[src/rtl/uart_rx_fifo.sv]
// rtl/uart_rx_fifo.sv - UART receiver with parity check and FWFT receive FIFO
//
// Purpose:
//   Oversampling UART receiver (CLKS_PER_BIT clocks per bit). Each frame
//   contains a start bit, DATA_BITS data bits, an optional parity bit and a
//   stop bit. Good frames are pushed into a first-word-fall-through FIFO
//   together with their parity-error tag.
//
// Ports:
//   clk        in   sole clock, rising edge
//   btn        in   synchronous active-low reset
//   uart_rx    in   asynchronous serial line, idle high
//   rx_data    out  FIFO head data word (0 while empty)
//   rx_perr    out  parity-error tag of FIFO head word (0 while empty)
//   rx_valid   out  FIFO non-empty
//   rx_ready   in   consumer accepts head word (pop on rx_valid & rx_ready)
//   frame_err  out  one-cycle pulse when a stop bit samples low
//   overflow   out  sticky: a word was dropped because the FIFO was full
//   fifo_count out  number of entries held

module uart_rx_fifo #(
  parameter int CLKS_PER_BIT = 8,
  parameter int DATA_BITS    = 8,
  parameter int PARITY       = 0,
  parameter int MSB_FIRST    = 0,
  parameter int FIFO_DEPTH   = 4
) (
  input  logic                          clk,
  input  logic                          btn,
  input  logic                          uart_rx,
  output logic [DATA_BITS-1:0]          rx_data,
  output logic                          rx_perr,
  output logic                          rx_valid,
  input  logic                          rx_ready,
  output logic                          frame_err,
  output logic                          overflow,
  output logic [$clog2(FIFO_DEPTH):0]   fifo_count
);

  localparam int CW = $clog2(CLKS_PER_BIT);
  localparam int IW = $clog2(DATA_BITS);
  localparam int AW = $clog2(FIFO_DEPTH);

  localparam logic [CW-1:0] CNT_HALF = CW'(CLKS_PER_BIT / 2 - 1);
  localparam logic [CW-1:0] CNT_LAST = CW'(CLKS_PER_BIT - 1);
  localparam logic [IW-1:0] IDX_LAST = IW'(DATA_BITS - 1);
  localparam logic [AW:0]   CNT_FULL = (AW + 1)'(FIFO_DEPTH);

  typedef enum logic [2:0] {
    S_IDLE,
    S_START,
    S_DATA,
    S_PARITY,
    S_STOP,
    S_WAIT_IDLE
  } state_t;

  // ---------------------------------------------------------------------
  // Input synchronizer; both flops reset to the idle line level so a reset
  // never manufactures a falling edge.
  // ---------------------------------------------------------------------
  logic r_sync1;
  logic r_sync2;
  logic w_rxs;

  always_ff @(posedge clk) begin
    if (!btn) begin
      r_sync1 <= 1'b1;
      r_sync2 <= 1'b1;
    end else begin
      r_sync1 <= uart_rx;
      r_sync2 <= r_sync1;
    end
  end

  assign w_rxs = r_sync2;

  // ---------------------------------------------------------------------
  // Receiver FSM
  // ---------------------------------------------------------------------
  state_t          r_state;
  state_t          w_state_next;
  logic [CW-1:0]   r_clk_cnt;
  logic [IW-1:0]   r_bit_idx;
  logic [DATA_BITS-1:0] r_shift;
  logic            r_perr;

  logic w_half_tick;
  logic w_bit_tick;
  logic w_last_bit;

  assign w_half_tick = (r_clk_cnt == CNT_HALF);
  assign w_bit_tick  = (r_clk_cnt == CNT_LAST);
  assign w_last_bit  = (r_bit_idx == IDX_LAST);

  // State register
  always_ff @(posedge clk) begin
    if (!btn) begin
      r_state <= S_IDLE;
    end else begin
      r_state <= w_state_next;
    end
  end

  // Next-state logic
  always_comb begin
    w_state_next = r_state;
    case (r_state)
      S_IDLE: begin
        if (!w_rxs) begin
          w_state_next = S_START;
        end
      end
      S_START: begin
        // Mid-start-bit check rejects glitches shorter than half a bit.
        if (w_half_tick) begin
          w_state_next = w_rxs ? S_IDLE : S_DATA;
        end
      end
      S_DATA: begin
        if (w_bit_tick && w_last_bit) begin
          w_state_next = (PARITY != 0) ? S_PARITY : S_STOP;
        end
      end
      S_PARITY: begin
        if (w_bit_tick) begin
          w_state_next = S_STOP;
        end
      end
      S_STOP: begin
        // Returning to IDLE at the stop-bit centre leaves half a bit of
        // margin to catch a back-to-back start edge.
        if (w_bit_tick) begin
          w_state_next = w_rxs ? S_IDLE : S_WAIT_IDLE;
        end
      end
      S_WAIT_IDLE: begin
        if (w_rxs) begin
          w_state_next = S_IDLE;
        end
      end
      default: begin
        w_state_next = S_IDLE;
      end
    endcase
  end

  // Output / control decode
  logic w_push;
  logic w_frame_err;
  logic w_sample_data;
  logic w_sample_par;
  logic w_cnt_clear;

  always_comb begin
    w_push        = 1'b0;
    w_frame_err   = 1'b0;
    w_sample_data = 1'b0;
    w_sample_par  = 1'b0;
    w_cnt_clear   = 1'b0;
    case (r_state)
      S_IDLE: begin
        w_cnt_clear = 1'b1;
      end
      S_START: begin
        w_cnt_clear = w_half_tick;
      end
      S_DATA: begin
        w_sample_data = w_bit_tick;
        w_cnt_clear   = w_bit_tick;
      end
      S_PARITY: begin
        w_sample_par = w_bit_tick;
        w_cnt_clear  = w_bit_tick;
      end
      S_STOP: begin
        w_push      = w_bit_tick && w_rxs;
        w_frame_err = w_bit_tick && !w_rxs;
        w_cnt_clear = w_bit_tick;
      end
      S_WAIT_IDLE: begin
        w_cnt_clear = 1'b1;
      end
      default: begin
        w_cnt_clear = 1'b1;
      end
    endcase
  end

  assign frame_err = w_frame_err;

  // Bit-period counter
  always_ff @(posedge clk) begin
    if (!btn) begin
      r_clk_cnt <= '0;
    end else if (w_cnt_clear) begin
      r_clk_cnt <= '0;
    end else begin
      r_clk_cnt <= r_clk_cnt + CW'(1);
    end
  end

  // Data bit index; only meaningful while in DATA
  always_ff @(posedge clk) begin
    if (!btn) begin
      r_bit_idx <= '0;
    end else if (w_sample_data) begin
      r_bit_idx <= w_last_bit ? '0 : r_bit_idx + IW'(1);
    end else if (r_state != S_DATA) begin
      r_bit_idx <= '0;
    end
  end

  // Data shift register. LSB-first shifts right so the first bit lands in
  // bit 0 after DATA_BITS samples; MSB-first shifts left so it lands on top.
  always_ff @(posedge clk) begin
    if (!btn) begin
      r_shift <= '0;
    end else if (w_sample_data) begin
      if (MSB_FIRST != 0) begin
        r_shift <= {r_shift[DATA_BITS-2:0], w_rxs};
      end else begin
        r_shift <= {w_rxs, r_shift[DATA_BITS-1:1]};
      end
    end
  end

  // Parity error flag, cleared at the start of every frame so parity-less
  // configurations always tag words clean.
  always_ff @(posedge clk) begin
    if (!btn) begin
      r_perr <= 1'b0;
    end else if (r_state == S_START) begin
      r_perr <= 1'b0;
    end else if (w_sample_par) begin
      if (PARITY == 1) begin
        r_perr <= ~(^r_shift ^ w_rxs);
      end else begin
        r_perr <= ^r_shift ^ w_rxs;
      end
    end
  end

  // ---------------------------------------------------------------------
  // Receive FIFO (first-word-fall-through)
  // ---------------------------------------------------------------------
  logic [DATA_BITS:0] r_mem [FIFO_DEPTH];
  logic [AW-1:0]      r_wr_ptr;
  logic [AW-1:0]      r_rd_ptr;
  logic [AW:0]        r_count;
  logic               r_overflow;

  logic               w_full;
  logic               w_pop;
  logic               w_wr_en;
  logic [DATA_BITS:0] w_head;

  assign rx_valid = (r_count != '0);
  assign w_full   = (r_count == CNT_FULL);
  assign w_pop    = rx_valid && rx_ready;
  // A pop in the same cycle frees the slot, so a full FIFO still accepts.
  assign w_wr_en  = w_push && (!w_full || w_pop);

  always_ff @(posedge clk) begin
    if (w_wr_en) begin
      r_mem[r_wr_ptr] <= {r_perr, r_shift};
    end
  end

  always_ff @(posedge clk) begin
    if (!btn) begin
      r_wr_ptr   <= '0;
      r_rd_ptr   <= '0;
      r_count    <= '0;
      r_overflow <= 1'b0;
    end else begin
      if (w_wr_en) begin
        r_wr_ptr <= r_wr_ptr + AW'(1);
      end
      if (w_pop) begin
        r_rd_ptr <= r_rd_ptr + AW'(1);
      end
      case ({w_wr_en, w_pop})
        2'b10:   r_count <= r_count + (AW + 1)'(1);
        2'b01:   r_count <= r_count - (AW + 1)'(1);
        default: r_count <= r_count;
      endcase
      if (w_push && !w_wr_en) begin
        r_overflow <= 1'b1;
      end
    end
  end

  // Memory is not reset, so the head is masked while empty.
  assign w_head     = r_mem[r_rd_ptr];
  assign rx_data    = rx_valid ? w_head[DATA_BITS-1:0] : '0;
  assign rx_perr    = rx_valid & w_head[DATA_BITS];
  assign overflow   = r_overflow;
  assign fifo_count = r_count;

endmodule

[config.mk]
export PLATFORM = sky130hd
export DESIGN_NAME = uart_rx_fifo
export DESIGN_NICKNAME = d
export VERILOG_FILES = /design/src/rtl/uart_rx_fifo.sv
export SDC_FILE = /design/constraint.sdc
export NUM_CORES = 1
export LEC_CHECK = 0
export BUFFER_PORTS_ARGS = -buffer_cell sky130_fd_sc_hd__buf_4
export CORE_MARGIN = 1
export CORE_UTILIZATION = 60
export CTS_CLUSTER_SIZE = 8
export DETAILED_ROUTE_END_ITERATION = 16
export PLACE_DENSITY = 0.82
export REMOVE_ABC_BUFFERS = 1
export SYNTH_ARGS = -nofsm -noshare
export SYNTH_HDL_FRONTEND = slang
export SYNTH_SLANG_ARGS = --single-unit
[constraint.sdc]
create_clock -name clk -period 5.7 [get_ports clk]
set_input_delay 0.855 -clock clk [delete_from_list [all_inputs] [get_ports clk]]
set_output_delay 0.855 -clock clk [all_outputs]
set_load 0.01 [all_outputs]
* Yosys cells after proc, flatten, opt, wreduce, memory -nomap -nowiden
Memory sizes are Yosys's and may differ from the RTL's. A register that Yosys moved wholly into a read port is not among the register bits.
Cells that the tools add are included.
Widths: inputs -> output; s select.
** Storage, ports and cells
- Register bits :: 28
- RAM bits :: 36
- Output and inout port bits :: 15
- Logic and storage cells :: 81
- Memories kept :: 1
** Memories
- r_mem :: depth 4, width 9, read ports 1, clocked after memory_dff 1, wr ports 1, line 247 : logic [DATA_BITS:0] r_mem [FIFO_DEPTH];
** Operators by class
- Add/subtract/negate cells :: 6
- Eq/ne operators :: 18
- Multiplexer cells :: 23
- Bitwise operators :: 3
- Reductions and logical operators :: 19
** Operator list (count)
- $mux 3 :: 10
- $pmux 3 s6 :: 1
- $eq 3x3->1 const B :: 5
- $ne 2x2->1 const B :: 6
- $add 3x1->3 const B :: 3
- $eq 3x2->1 const B :: 3
- $mux 8 :: 1
- $reduce_xor 8->1 :: 1
- $logic_and 1x1->1 :: 6
- $mux 1 :: 6
- $mux 2 :: 3
- $pmux 3 s2 :: 1
- $reduce_and 6->1 :: 1
- $add 2x1->2 const B :: 2
- $reduce_bool 2->1 :: 2
- $reduce_or 2->1 :: 2
- $eq 3x1->1 const B :: 1
- $logic_not 1->1 :: 3
- $logic_not 3->1 :: 1
- $ne 3x2->1 const B :: 1
- $reduce_bool 3->1 :: 1
- $reduce_or 3->1 :: 1
- $sub 3x1->3 const B :: 1
- $eq 2x1->1 const B :: 1
- 6 further kinds :: 6

* Depth between registers and ports, before layout
- Depth in word-level cells :: 6
- Gate-level depth with buffers :: 11
- Depth with buffers taken out :: 10

* Least setup slack after synthesis
No wires, ideal clock.
- Path type :: register to register
- Start point :: reg r_clk_cnt[0]
- End point :: reg r_count[2] (netlist: fifo_count[2])
- Setup time :: 0.115 ns
- Data arrival time :: 2.150 ns
- Data required time :: 5.585 ns
- Slack :: 3.435 ns
- Cell stages (with the launch flop) :: 12
- Period minus slack after synthesis :: 2.265 ns
- Cell sequence :: dfxtp_1 > ha_1 > ha_1 > buf_2 > and4bb_1 > a21oi_1 > inv_1 > fa_1 > a21oi_1 > a22oi_1 > xnor2_1 > and2_1
** Between the ends
- Cells in the longest elaborated chain, start to end :: 6
- Elaborated cells between the ends (all ways) :: 8
- Classes of those cells :: eq/ne (3); mux (2); reduce/logical (3)
** Ends and longest elaborated chain
- from (decl) :: line 83 : logic [CW-1:0] r_clk_cnt;
- from (signal assigned) :: line 199 : r_clk_cnt <= r_clk_cnt + CW'(1);
- $eq 3x3->1 (*) :: line 93 : assign w_bit_tick = (r_clk_cnt == CNT_LAST);
- $logic_and 1x1->1 (*) :: line 177 : w_push = w_bit_tick && w_rxs;
- $mux 1 (*) :: line 161 : case (r_state)
- $logic_and 1x1->1 (*) :: line 262 : assign w_wr_en = w_push && (!w_full || w_pop);
- $eq 2x1->1 / $eq 2x2->1 (equally long branches) :: line 283 : case ({w_wr_en, w_pop})
- $pmux 3 s2 / $reduce_bool 2->1 (equally long branches)
- to (signal assigned) :: line 284 : 2'b10: r_count <= r_count + (AW + 1)'(1);
- to (signal assigned) :: line 285 : 2'b01: r_count <= r_count - (AW + 1)'(1);
- to (signal assigned) :: line 286 : default: r_count <= r_count;
- to (decl) :: line 250 : logic [AW:0] r_count;
Mark *: on every way between the ends. The rest lies on a longest branch, timed or not.
A chain may end at the register's enable or synchronous reset.

==> flow_summary.toml <==
[run_status]
status = "finished clean"

[pwr]
p_per_area_nw_per_um2 = 383
switchingPower_mw = 0.341
power_mw = 1.22
swShare = 0.280
vdd_drop_max_uv = 203
p_int_mw = 0.879
p_comb_frac = 0.264
pwr-share-clk = 0.279
p_leak_nw = 1.14
pwr-share-seq = 0.457

[clock_network]
cts_buffer_depth = 2
cts.clk_slew.worst_paths_ns = 0.07
cts_max_level = 3
post_cts_resize_count = 0
ctsRootBufferMaster = "clkbuf_8"
clkSinkCount = 66
hold_buffers = 0
post_cts_buffers = 0
tritoncts = "built"
clock_latency_ns = 0.33
cts_inserted_buffers = 9

[sta]
fin_crit_sh = 0.486
fin_tns_setup_ns = 0
whs_ns = 0.415
relSlewSlack = 0.597
report.final.slew_viol_count = 0
fin_skew_ns = 0.00839
worst_pin_slew_ns = 0.604
rsz0062_at_grt = "no"
hold_violations = 0
setup_viol = 0
setup_slack_ns = 2.93
clock.fmax_mhz = 361
finalCriticalPeriod_ns = 2.77

[setup_path]
path_cells = "mux4_2 -> and2_1 -> buf_4"
crit_fanout = 9
cp_top_family = "flip-flops"
cp.arrival_ns = 1.91
path_buf_inv = 1
reg2reg_to = "fifo_count[2]"
r2r-start = "r_clk_cnt[0]"
reg2reg_depth = 10
rrSetupSlack_ns = 3.23
crit_slowest_cell = "dfxtp_1"
start_kind = "register"
worst-endpoint-required_ns = 4.85
cpPeakStageDelay_ns = 0.71
crit_path_end_kind = "output port"
crit_type = "register to output port"

[cells_and_area]
layout.nets = 243
antenna_cells = 0
drive_gt1_frac = 0.188
instances_no_fill = 286
areaGrowthSynthToFinish_pct = 11.3
design_area_um2 = 3180
fin_util = 0.711

[global_routing]
overflow = 0
antenna_found_initial = 0
grt_max_degree = 26
grt_usage = 0.206
first_global_vias = 1591
grt_pass1_wl_um = 7570

[yosys]
synth_ff_type = "edfxtp_1"
synth_cell_types = 41
async_reset_ff_frac = 0
netlist.area_leader.share = 0.378
yosys-top-cells-area = "edfxtp_1 (38%), dfxtp_1 (21%), mux4_2 (7.1%), and2_1 (4.4%), mux2i_1 (4.2%)"
ys_seq_area_frac = 0.588
synthesis.area_um2 = 2860
synth-edff-count = 36
synth_top_area_cell = "edfxtp_1"
synth_seq_cells = 66
synth_area_per_cell_um2 = 13.6
yosys_warnings = 0
syn_inst = 210

[placed_design]
dp_hpwl_um = 3130
gp_congestion = 0.753
place_inst = 270
portBuffers = 18
dp_slack_ns = 3.25
place_area_um2 = 3010

[route]
first_pass_iters = 6
ant_nets = 0
vias = 1627
via_per_inst = 5.69
drt_iter0_drc = 105
drt_wl_total_um = 4650
drc_errors = 0
wl_per_cell_um = 16.3

[min_path]
holdCritStartpoint = "r_sync1"
hold_end = "r_sync2"
hold_class = "register to register"
holdPathStages = 1

[floorplan]
initial_core_util = 0.639
die-area_um2 = 5040
die_h_um = 71.0
coreArea_um2 = 4470
io_pins = 19
die_w_um = 71.0
rows = 24

[run]
cap_viol_max_count = 0
placed cells by master, fill, tap and decap left out, types with 9 or more instances in the layout:
cell type,Yosys,final
nor2b_1,11,11
nor2_1,10,10
mux4_2,9,9
clkbuf_8,0,11
mux2i_1,12,12
dfxtp_1,30,30
buf_4,0,18
and2_1,20,20
ha_1,9,9
edfxtp_1,36,36
power by group through the flow:
stage	registers (mW)	clock network (mW)	logic, mW
after floorplan	0.563	0	0.188
after global placement	0.564	0	0.309
after detailed placement	0.568	0	0.325
after CTS	0.558	0.345	0.327
after global routing	0.563	0.367	0.350
final	0.557	0.340	0.322
metal layers:
metal / vias up / track usage / part of all wire
met2: 37 / 0.349 / 0.52
met4: 0 / 0.120 / 0.014
li1: 788 / - / -
met1: 796 / 0.237 / 0.42
met3: 6 / 0.0541 / 0.042
met5: - / 0 / 0
registers in the layout, indices dropped and copies added (netlist names), named ones only:
register    flops
r_state         3
r_clk_cnt       3
r_shift         8
r_bit_idx       3
overflow        1
r_perr          1
fifo_count      3
r_sync2         1
r_wr_ptr        2
r_mem          36
r_sync1         1
r_rd_ptr        2
cell usage after synthesis (5+ instances only):
master,instances
and2_1,20
mux4_2,9
mux2i_1,12
edfxtp_1,36
ha_1,9
dfxtp_1,30
nand2_1,5
buf_2,5
nor2_1,10
nand2b_1,5
nor2b_1,11
inv_1,8
xnor2_1,8
logic make-up (layout without fill, tap and decap cells):
kind of cell / Yosys count / in the layout / synth area share
simple gates: 64 / 64 / 0.136
buf+inv: 18 / 42 / 0.0285
xor+xnor: 11 / 11 / 0.0438
flops: 66 / 66 / 0.588
compound gates: 20 / 20 / 0.0442
fa+ha+maj: 10 / 10 / 0.0464
mux: 21 / 21 / 0.113
cell type report:
type / instances / area, um2
Sequential cell: 66 / 1680
Fill cell: 302 / 1290
Multi-Input combinational cell: 126 / 1090
Clock buffer: 13 / 159
Timing Repair Buffer: 18 / 135
Tap cell: 52 / 65.1
Inverter: 8 / 30.0
Clock inverter: 3 / 15.0
how the worst max path moves through the flow:
stage,to,depth (start not counted),start,slack [ns]
2_1_floorplan,fifo_count[2],10,r_clk_cnt[0],3.46
3_3_place_gp,rx_perr,3,register,3.27
3_5_place_dp,rx_data[1],3,register,3.25
4_1_cts,rx_data[1],3,register,2.89
5_1_grt,rx_data[1],3,register,2.78
6_report,rx_data[5],3,register,2.93
Note: power is estimated with default switching activity, not from simulation.
